$ cat config.mk
export PLATFORM = sky130hd
export DESIGN_NAME = digit_scan
export DESIGN_NICKNAME = d
export VERILOG_FILES = /design/src/rtl/digit_scan_pkg.sv /design/src/rtl/digit_scan_tick_gen.sv /design/src/rtl/digit_scan.sv
export SDC_FILE = /design/constraint.sdc
export NUM_CORES = 1
export LEC_CHECK = 0
export CORE_MARGIN = 2
export CORE_UTILIZATION = 55
export DETAILED_ROUTE_END_ITERATION = 12
export PLACE_DENSITY = 0.78
export SYNTH_ARGS = -nofsm -noshare
export SYNTH_HDL_FRONTEND = slang
export SYNTH_SLANG_ARGS = --single-unit
$ cat constraint.sdc
create_clock -name clk -period 2.54 [get_ports clk]
set_input_delay 0.635 -clock clk [delete_from_list [all_inputs] [get_ports clk]]
set_output_delay 0.635 -clock clk [all_outputs]
set_load 0.05 [all_outputs]
$ cat src/rtl/digit_scan_pkg.sv
// -----------------------------------------------------------------------------
// digit_scan_pkg
//   Shared constants for the multiplexed 4-digit display scanner.
//   NUM_DIGITS  : number of scanned digits
//   SEL_W       : width of the digit index
//   AN_OFF      : anode pattern with every digit dark (anodes are active-low)
//   DIV_DEFAULT : default prescaler ratio (clk cycles per digit)
// -----------------------------------------------------------------------------
package digit_scan_pkg;

  localparam int NUM_DIGITS  = 4;
  localparam int SEL_W       = 2;
  localparam logic [NUM_DIGITS-1:0] AN_OFF = 4'b1111;
  localparam int DIV_DEFAULT = 100000;

  // One-hot (active-high) pattern for a digit index.
  function automatic logic [NUM_DIGITS-1:0] digit_onehot(input logic [SEL_W-1:0] idx);
    logic [NUM_DIGITS-1:0] oh;
    oh      = '0;
    oh[idx] = 1'b1;
    return oh;
  endfunction

endpackage

$ cat src/rtl/digit_scan_tick_gen.sv
// -----------------------------------------------------------------------------
// tick_gen
//   Prescaler for the digit scanner. Counts 0..DIV-1 while en=1, wraps to 0,
//   and holds while en=0.
//   Ports:
//     clk  : system clock
//     rst  : asynchronous active-high reset (counter -> 0)
//     en   : count enable
//     tick : advance strobe, high during the cycle the counter sits at DIV-1
//            with en=1. It is decoded from the counter register so the parent
//            can register the visible tick together with the new digit index
//            on the same edge.
// -----------------------------------------------------------------------------
module tick_gen
  import digit_scan_pkg::*;
#(
  parameter int DIV = DIV_DEFAULT
) (
  input  logic clk,
  input  logic rst,
  input  logic en,
  output logic tick
);

  // Keep a 1-bit counter for DIV=1 so the register always has a legal width.
  localparam int CNT_W = (DIV > 1) ? $clog2(DIV) : 1;
  localparam logic [CNT_W-1:0] LAST = CNT_W'(DIV - 1);

  logic [CNT_W-1:0] cnt_q;
  logic [CNT_W-1:0] cnt_d;
  logic             at_last;

  assign at_last = (cnt_q == LAST);

  always_comb begin
    cnt_d = cnt_q;
    if (en) begin
      cnt_d = at_last ? '0 : cnt_q + CNT_W'(1);
    end
  end

  always_ff @(posedge clk or posedge rst) begin
    if (rst) begin
      cnt_q <= '0;
    end else begin
      cnt_q <= cnt_d;
    end
  end

  assign tick = en && at_last;

endmodule

$ cat src/rtl/digit_scan.sv
// -----------------------------------------------------------------------------
// digit_scan
//   Scan controller for a multiplexed 4-digit display. A prescaler sets the
//   dwell per digit; at each advance the next enabled digit (circular search
//   starting after the current one) is selected and its anode driven low.
//   Ports:
//     clk   : system clock
//     rst   : asynchronous active-high reset
//     en    : scan enable; 0 freezes the scan and blanks all anodes
//     mask  : per-digit enable, mask[i]=1 includes digit i in the scan
//     sel   : current digit index (drives the downstream nibble mux)
//     an    : active-low anode drive, at most one bit low
//     tick  : one-cycle pulse on each digit advance (sel already updated)
//     frame : one-cycle pulse, with tick, when the scan wraps around
// -----------------------------------------------------------------------------
module digit_scan
  import digit_scan_pkg::*;
#(
  parameter int DIV = DIV_DEFAULT
) (
  input  logic                  clk,
  input  logic                  rst,
  input  logic                  en,
  input  logic [NUM_DIGITS-1:0] mask,
  output logic [SEL_W-1:0]      sel,
  output logic [NUM_DIGITS-1:0] an,
  output logic                  tick,
  output logic                  frame
);

  logic                  adv;
  logic [SEL_W-1:0]      sel_q, sel_d;
  logic [NUM_DIGITS-1:0] an_q, an_d;
  logic                  tick_q, tick_d;
  logic                  frame_q, frame_d;

  logic [SEL_W-1:0]      nxt_sel;
  logic [SEL_W-1:0]      cand;
  logic                  found;

  tick_gen #(
    .DIV (DIV)
  ) u_tick_gen (
    .clk  (clk),
    .rst  (rst),
    .en   (en),
    .tick (adv)
  );

  // Circular search: candidates sel+1, sel+2, sel+3, then sel itself (the
  // 2-bit add wraps), so a lone enabled digit is re-selected.
  always_comb begin
    nxt_sel = sel_q;
    found   = 1'b0;
    cand    = sel_q;
    for (int k = 1; k <= NUM_DIGITS; k++) begin
      cand = sel_q + SEL_W'(k);
      if (!found && mask[cand]) begin
        found   = 1'b1;
        nxt_sel = cand;
      end
    end
  end

  // The anode decode uses the index being loaded on this edge so that an
  // and sel always describe the same digit; mask is applied live, so a
  // digit dropped mid-dwell goes dark immediately but keeps sel until the
  // next advance.
  always_comb begin
    sel_d   = sel_q;
    tick_d  = 1'b0;
    frame_d = 1'b0;
    an_d    = AN_OFF;
    if (adv) begin
      tick_d  = 1'b1;
      sel_d   = nxt_sel;
      frame_d = found && (nxt_sel <= sel_q);
    end
    if (en) begin
      an_d = ~(mask & digit_onehot(sel_d));
    end
  end

  always_ff @(posedge clk or posedge rst) begin
    if (rst) begin
      sel_q   <= '0;
      an_q    <= AN_OFF;
      tick_q  <= 1'b0;
      frame_q <= 1'b0;
    end else begin
      sel_q   <= sel_d;
      an_q    <= an_d;
      tick_q  <= tick_d;
      frame_q <= frame_d;
    end
  end

  assign sel   = sel_q;
  assign an    = an_q;
  assign tick  = tick_q;
  assign frame = frame_q;

endmodule

Word level (Yosys, flattened, before mapping)
Index checks and enable logic that the tools add are counted.
W data, S select, Z words.
Storage, ports and cells
  output and inout port bits: 8
  register bits: 25
  word-level logic and storage cells: 51
  input port bits: 7
Operators by class
  add/sub/neg operators: 4
  multiplexer cells: 23
  order comparisons: 7
  bitwise gates (word level): 2
  equality and inequality tests: 1
  reduce and logical (&&, ||, !) cells: 9
Operators by type and width (number)
  $add A17 B1 Y17 const B: 1
  $eq A17 B17 Y1 const B: 1
  $mux W17: 1
  $lt A2 B3 Y1 const B: 5
  $mux W1: 11
  $mux W2: 5
  $bmux W1 S2: 4
  $logic_and A1 B1 Y1: 6
  $add A2 B2 Y2 const B: 2
  $and A4 B4 Y4: 1
  $mux W4: 1
  $not A4 Y4: 1
  $logic_not A1 Y1: 3
  $add A2 B1 Y2 const B: 1
  $demux W1 S2: 1
  $ge A2 B1 Y1 const B: 1
  $le A2 B2 Y1: 1

Depth between registers and ports, before layout
Gate-level depths: netlist (run 1).
  word-level depth: 21
  gate-level depth with buffers: 8
  mapped depth without buffers: 8

Cells and area by module
Synthesis (run 1) repeated with hierarchy kept, for this count alone.
Unflattened totals
  cells, all modules: 122
  area, all modules: 1296.2 um^2
Modules (own cells, without submodules)
  tick_gen: seq. area each 425.4 um^2, area each 850.8 um^2, instances 1, cells an instance 80
  digit_scan: seq. area each 205.2 um^2, area each 445.4 um^2, instances 1, cells an instance 42

Worst setup path after synthesis (run 1)
No wires, ideal clock.
  path type: register to register
  start point: register sel_q[1] (netlist: sel[1])
  end point: register frame_q (netlist: frame)
  setup slack: 0.413 ns
  data required time: 2.429 ns
  setup time: 0.111 ns
  arrival time: 2.016 ns
  period minus slack after synthesis: 2.127 ns
  path buffers: 0
  cell stages (with the launch flop): 8
  cells stage by stage: dfrtp_1 -> inv_1 -> nor3_4 -> nor2_1 -> ha_1 -> a21oi_1 -> a21oi_1 -> a2111oi_2
Between the ends
  word-level cells in the longest chain between the ends: 16
  elaborated cells on any way between the ends: 28
  those cells by class: 3 x add/sub; 1 x order compare; 17 x mux; 7 x reduce/logical
RTL lines
  start, declared: line digit_scan.sv:32  | logic [SEL_W-1:0] sel_q, sel_d;
  start signal, assigned: line digit_scan.sv:91  | sel_q <= sel_d;
  $add A2 B1 Y2: line digit_scan.sv:57  | cand = sel_q + SEL_W'(k);
  $bmux W1 S2: line digit_scan.sv:58  | if (!found && mask[cand]) begin
  $mux W1 (not written as such): line digit_scan.sv:58
  $mux W1: line digit_scan.sv:58
  $logic_not A1 Y1: line digit_scan.sv:58
  $logic_and A1 B1 Y1: line digit_scan.sv:58
  $mux W1: line digit_scan.sv:58
  $logic_not A1 Y1: line digit_scan.sv:58
  $logic_and A1 B1 Y1: line digit_scan.sv:58
  $mux W1: line digit_scan.sv:58
  $logic_not A1 Y1: line digit_scan.sv:58
  $logic_and A1 B1 Y1: line digit_scan.sv:58
  $mux W2: line digit_scan.sv:58
  $le A2 B2 Y1: line digit_scan.sv:77  | frame_d = found && (nxt_sel <= sel_q);
  $logic_and A1 B1 Y1 (*): line digit_scan.sv:77
  $mux W1 (*): line digit_scan.sv:74  | if (adv) begin
  via frame_d: line digit_scan.sv:35  | logic frame_q, frame_d;
  end signal, assigned: line digit_scan.sv:94  | frame_q <= frame_d;
  end, declared: line digit_scan.sv:35
The timed path passes the listed nets; every way through them passes the cells marked *. The select of a mux whose other input is x is not followed.
A chain may end at the register's enable or synchronous reset.

Final worst setup path (run 1)
  start point: register sel_q[0] (netlist: sel[0])
  end point: output port sel[0]
RTL lines
  end, declared: line digit_scan.sv:25  | output logic [SEL_W-1:0] sel,
No word-level cell between the ends.

==> results of run 1 <==
## power by group through the flow
| stage | logic [W] | clock network [W] | registers, W |
|---|---|---|---|
| 3_5_place_dp | 0.000209 | 0 | 0.000519 |
| 3_3_place_gp | 0.000203 | 0 | 0.000514 |
| 6_report | 0.000210 | 0.000182 | 0.000510 |
| 2_1_floorplan | 0.000155 | 0 | 0.000508 |
| 4_1_cts | 0.000211 | 0.000188 | 0.000511 |
| 5_1_grt | 0.000242 | 0.000202 | 0.000520 |
## final timing paths
kind / end / cells after the start
setup / recovery: sel[0] / 1
hold / removal: u_tick_gen.cnt_q[4]$_DFFE_PP0P_ / 1
setup reg to reg: frame$_DFF_PP0_ / 8
hold reg to reg: u_tick_gen.cnt_q[4]$_DFFE_PP0P_ / 1
max in group asynchronous: u_tick_gen.cnt_q[10]$_DFFE_PP0P_ / 3
min in group asynchronous: u_tick_gen.cnt_q[12]$_DFFE_PP0P_ / 2
## stage by stage
step           cell area (um^2)  utilization [%]  setup TNS [ns]  hold slack [ns]  setup slack (ns)
2_1_floorplan              1399                -               0           0.4393            0.4129
3_3_place_gp               1617            66.46               0           0.4628           0.01774
3_5_place_dp               1617            66.46        -0.06785           0.4652          -0.06785
4_1_cts                    1647            67.70               0           0.4867            0.1761
5_1_grt                    1647            67.70               0           0.5164            0.1125
6_report                   1647            67.70               0           0.4798            0.1560
## flip-flops by register name, indices dropped and copies added, names as in the netlist
name and flops:
an 4, frame 1, sel 2, tick 1, u_tick_gen.cnt_q 17
## kinds of logic after synthesis
| kind of cell | count (synthesis) | synth area share, % |
|---|---|---|
| flops | 25 | 45.08 |
| xor+xnor | 14 | 8.766 |
| simple gates | 60 | 27.28 |
| compound gates | 23 | 11.09 |
| fa+ha+maj | 3 | 2.684 |
| mux | 2 | 1.789 |
| buf+inv | 9 | 3.309 |
## cells in the final DEF (no fill, tap or decap), types with 5 or more instances in the layout
| cell | count |
|---|---|
| nand2_1 | 5 |
| buf_4 | 9 |
| a21oi_1 | 8 |
| a31oi_1 | 5 |
| nor2_1 | 13 |
| nand4_1 | 8 |
| dfrtp_1 | 21 |
| inv_1 | 5 |
| xor2_1 | 6 |
| xnor2_1 | 8 |
| nand3_1 | 7 |
| clkdlybuf4s50_1 | 14 |
| and2_1 | 5 |
## cell type report
class                           instances  share of cell area, %
Inverter                                5                  1.140
Timing Repair Buffer                   23                  12.61
Clock inverter                          1                 0.4559
Multi-Input combinational cell        102                  43.84
Sequential cell                        25                  38.30
Clock buffer                            3                  1.368
Tap cell                               30                  2.280
## cell usage after synthesis, drive strengths merged (2+ instances only)
library cell | number | area, um^2
a31oi | 5 | 31.28
dfrtp | 21 | 525.5
nand2b | 2 | 12.51
buf | 3 | 23.77
inv | 5 | 18.77
nor2 | 14 | 60.06
nand3 | 7 | 35.03
xor2 | 6 | 52.55
nand2 | 6 | 25.03
and3 | 3 | 18.77
and4 | 3 | 26.28
and2 | 6 | 37.54
ha | 3 | 37.54
nand4 | 9 | 71.32
dfstp | 4 | 105.1
nor3 | 3 | 26.28
a21oi | 9 | 48.80
xnor2 | 8 | 70.07
nor2b | 2 | 12.51
## routing by layer
metal	up-vias	routed length [um]
met5	-	0
met4	0	35
met3	4	158
met2	43	1355
met1	529	1281
li1	531	-
==> flow_metrics.env, run 1 <==
export IMPL_status="finished, final reports clean"
export IMPL_wl_um=2830
export IMPL_fp_dieH_um=54.43
export IMPL_nets=170
export IMPL_htreeDepth=1
export IMPL_hp_start="u_tick_gen.cnt_q[4]$_DFFE_PP0P_"
export IMPL_tritoncts="built"
export IMPL_startpoint_type="register"
export IMPL_crit_buf_inv=1
export IMPL_ctsResizeCount=0
export IMPL_use_met1_pct=29.62
export IMPL_port_buffers=14
export IMPL_grt_overflow=0
export IMPL_worst_pin_slew_ns=0.5911
export IMPL_area_growth_pct=17.71
export IMPL_p_switching_w=0.0002948
export IMPL_routed_via_count=1107
export IMPL_hold_viol=0
export IMPL_power_w=0.0009025
export IMPL_clk_path_buf_depth=2
export IMPL_critPathMaxFanout=10
export IMPL_drt_pass1_iterations=4
export IMPL_grt_max_degree=17
export IMPL_internal_power_w=0.0006077
export IMPL_worstSetupPathType="reg -> out"
export IMPL_cp_data_required_time_ns=1.90
export IMPL_clkPwrFrac_pct=20.2
export IMPL_drive_gt1_share_pct=16.98
export IMPL_yosysWarnings=0
export IMPL_crit_path_max_incr_delay_ns=0.87
export IMPL_pwr_share_seq_pct=56.5
export IMPL_end_kind="output port"
export IMPL_setup_viol=0
export IMPL_worstHoldPathType="reg -> reg"
export IMPL_initial_core_util_pct=57.51
export IMPL_dp_hpwl_um=2144
export IMPL_path_clk_slew_ns=0.14
export IMPL_rows=18
export IMPL_synth_cell_types=44
export IMPL_multi_input_area_um2=721.9
export IMPL_r2r_start="sel[0]$_DFF_PP0_"
export IMPL_root_buffer="clkbuf_4"
export IMPL_grtUsageMet2_pct=35.94
export IMPL_vias_per_cell=5.857
export IMPL_drtIter0Drc=24
export IMPL_gp_congestion=0.9581
export IMPL_finalCriticalPeriod_ns=2.384
export IMPL_relSlewSlack_pct=60.55
export IMPL_rrSetupSlack_ns=0.57
export IMPL_netlist_instances=136
export IMPL_synth_edf_count=0
export IMPL_regArea_um2=630.6
export IMPL_drv_slew=0
export IMPL_cp_cell_sequence="clkdlybuf4s50_1"
export IMPL_dp_cells=185
export IMPL_critPathTopFamily="buffers and inverters"
export IMPL_drtAntennaViolNets=0
export IMPL_n_antenna_cell=0
export IMPL_grt_use_total_pct=22.07
export IMPL_crit_arrival_ns=1.75
export IMPL_clock_sinks=25
export IMPL_dieArea_um2=2963
export IMPL_p_leak_nw=0.7134
export IMPL_route_detailed_drc=0
export IMPL_boundaryPins=15
export IMPL_max_cap_violations=0
export IMPL_fin_crit_sh_pct=93.86
export IMPL_fp_dieW_um=54.43
export IMPL_p_per_area_nw_per_um2=548.1
export IMPL_cts_hold_buffers_added=0
export IMPL_n_fill_cell=199
export IMPL_synth_flop_cell="dfrtp_1"
export IMPL_finClkSkew_ns=0.004168
export IMPL_switching_share_pct=32.66
export IMPL_async_flop_share_pct=100.0
export IMPL_max_clock_freq_mhz=419.5
export IMPL_grt_pass1_wl_um=4664
export IMPL_synth_area_um2=1399
export IMPL_comb_power_share_pct=23.3
export IMPL_clk_insertion_delay_late_ns=0.31
export IMPL_synth_fp_nets=146
export IMPL_ys_seq_elements=25
export IMPL_max_vdd_ir_drop_v=0.0006353
export IMPL_grt_busiest_layer="met2"
export IMPL_rsz0062_at_grt="no"
export IMPL_numCtsBuffers=3
export IMPL_finalNonFillerCells=189
export IMPL_yosysSeqAreaShare_pct=45.08
export IMPL_antenna_found_initial=0
export IMPL_grt_met3_usage_pct=3.279
export IMPL_cts_setup_buffers=0
export IMPL_core_area_um2=2432
export IMPL_syn_avg_cell_area_um2=10.29
export IMPL_wl_per_cell_um=14.97
export IMPL_grt_pass1_vias=1047
export IMPL_cp_startpoint="sel[0]$_DFF_PP0_"
export IMPL_slowest_stage="clkdlybuf4s50_1"
Note: power is estimated with default switching activity, not from simulation.
==> run 2, diff against run 1 <==
- CAP_MARGIN: default -> 30
==> results of run 2 <==
No change in the layout: final DEF, timing and power equal those of run 1.
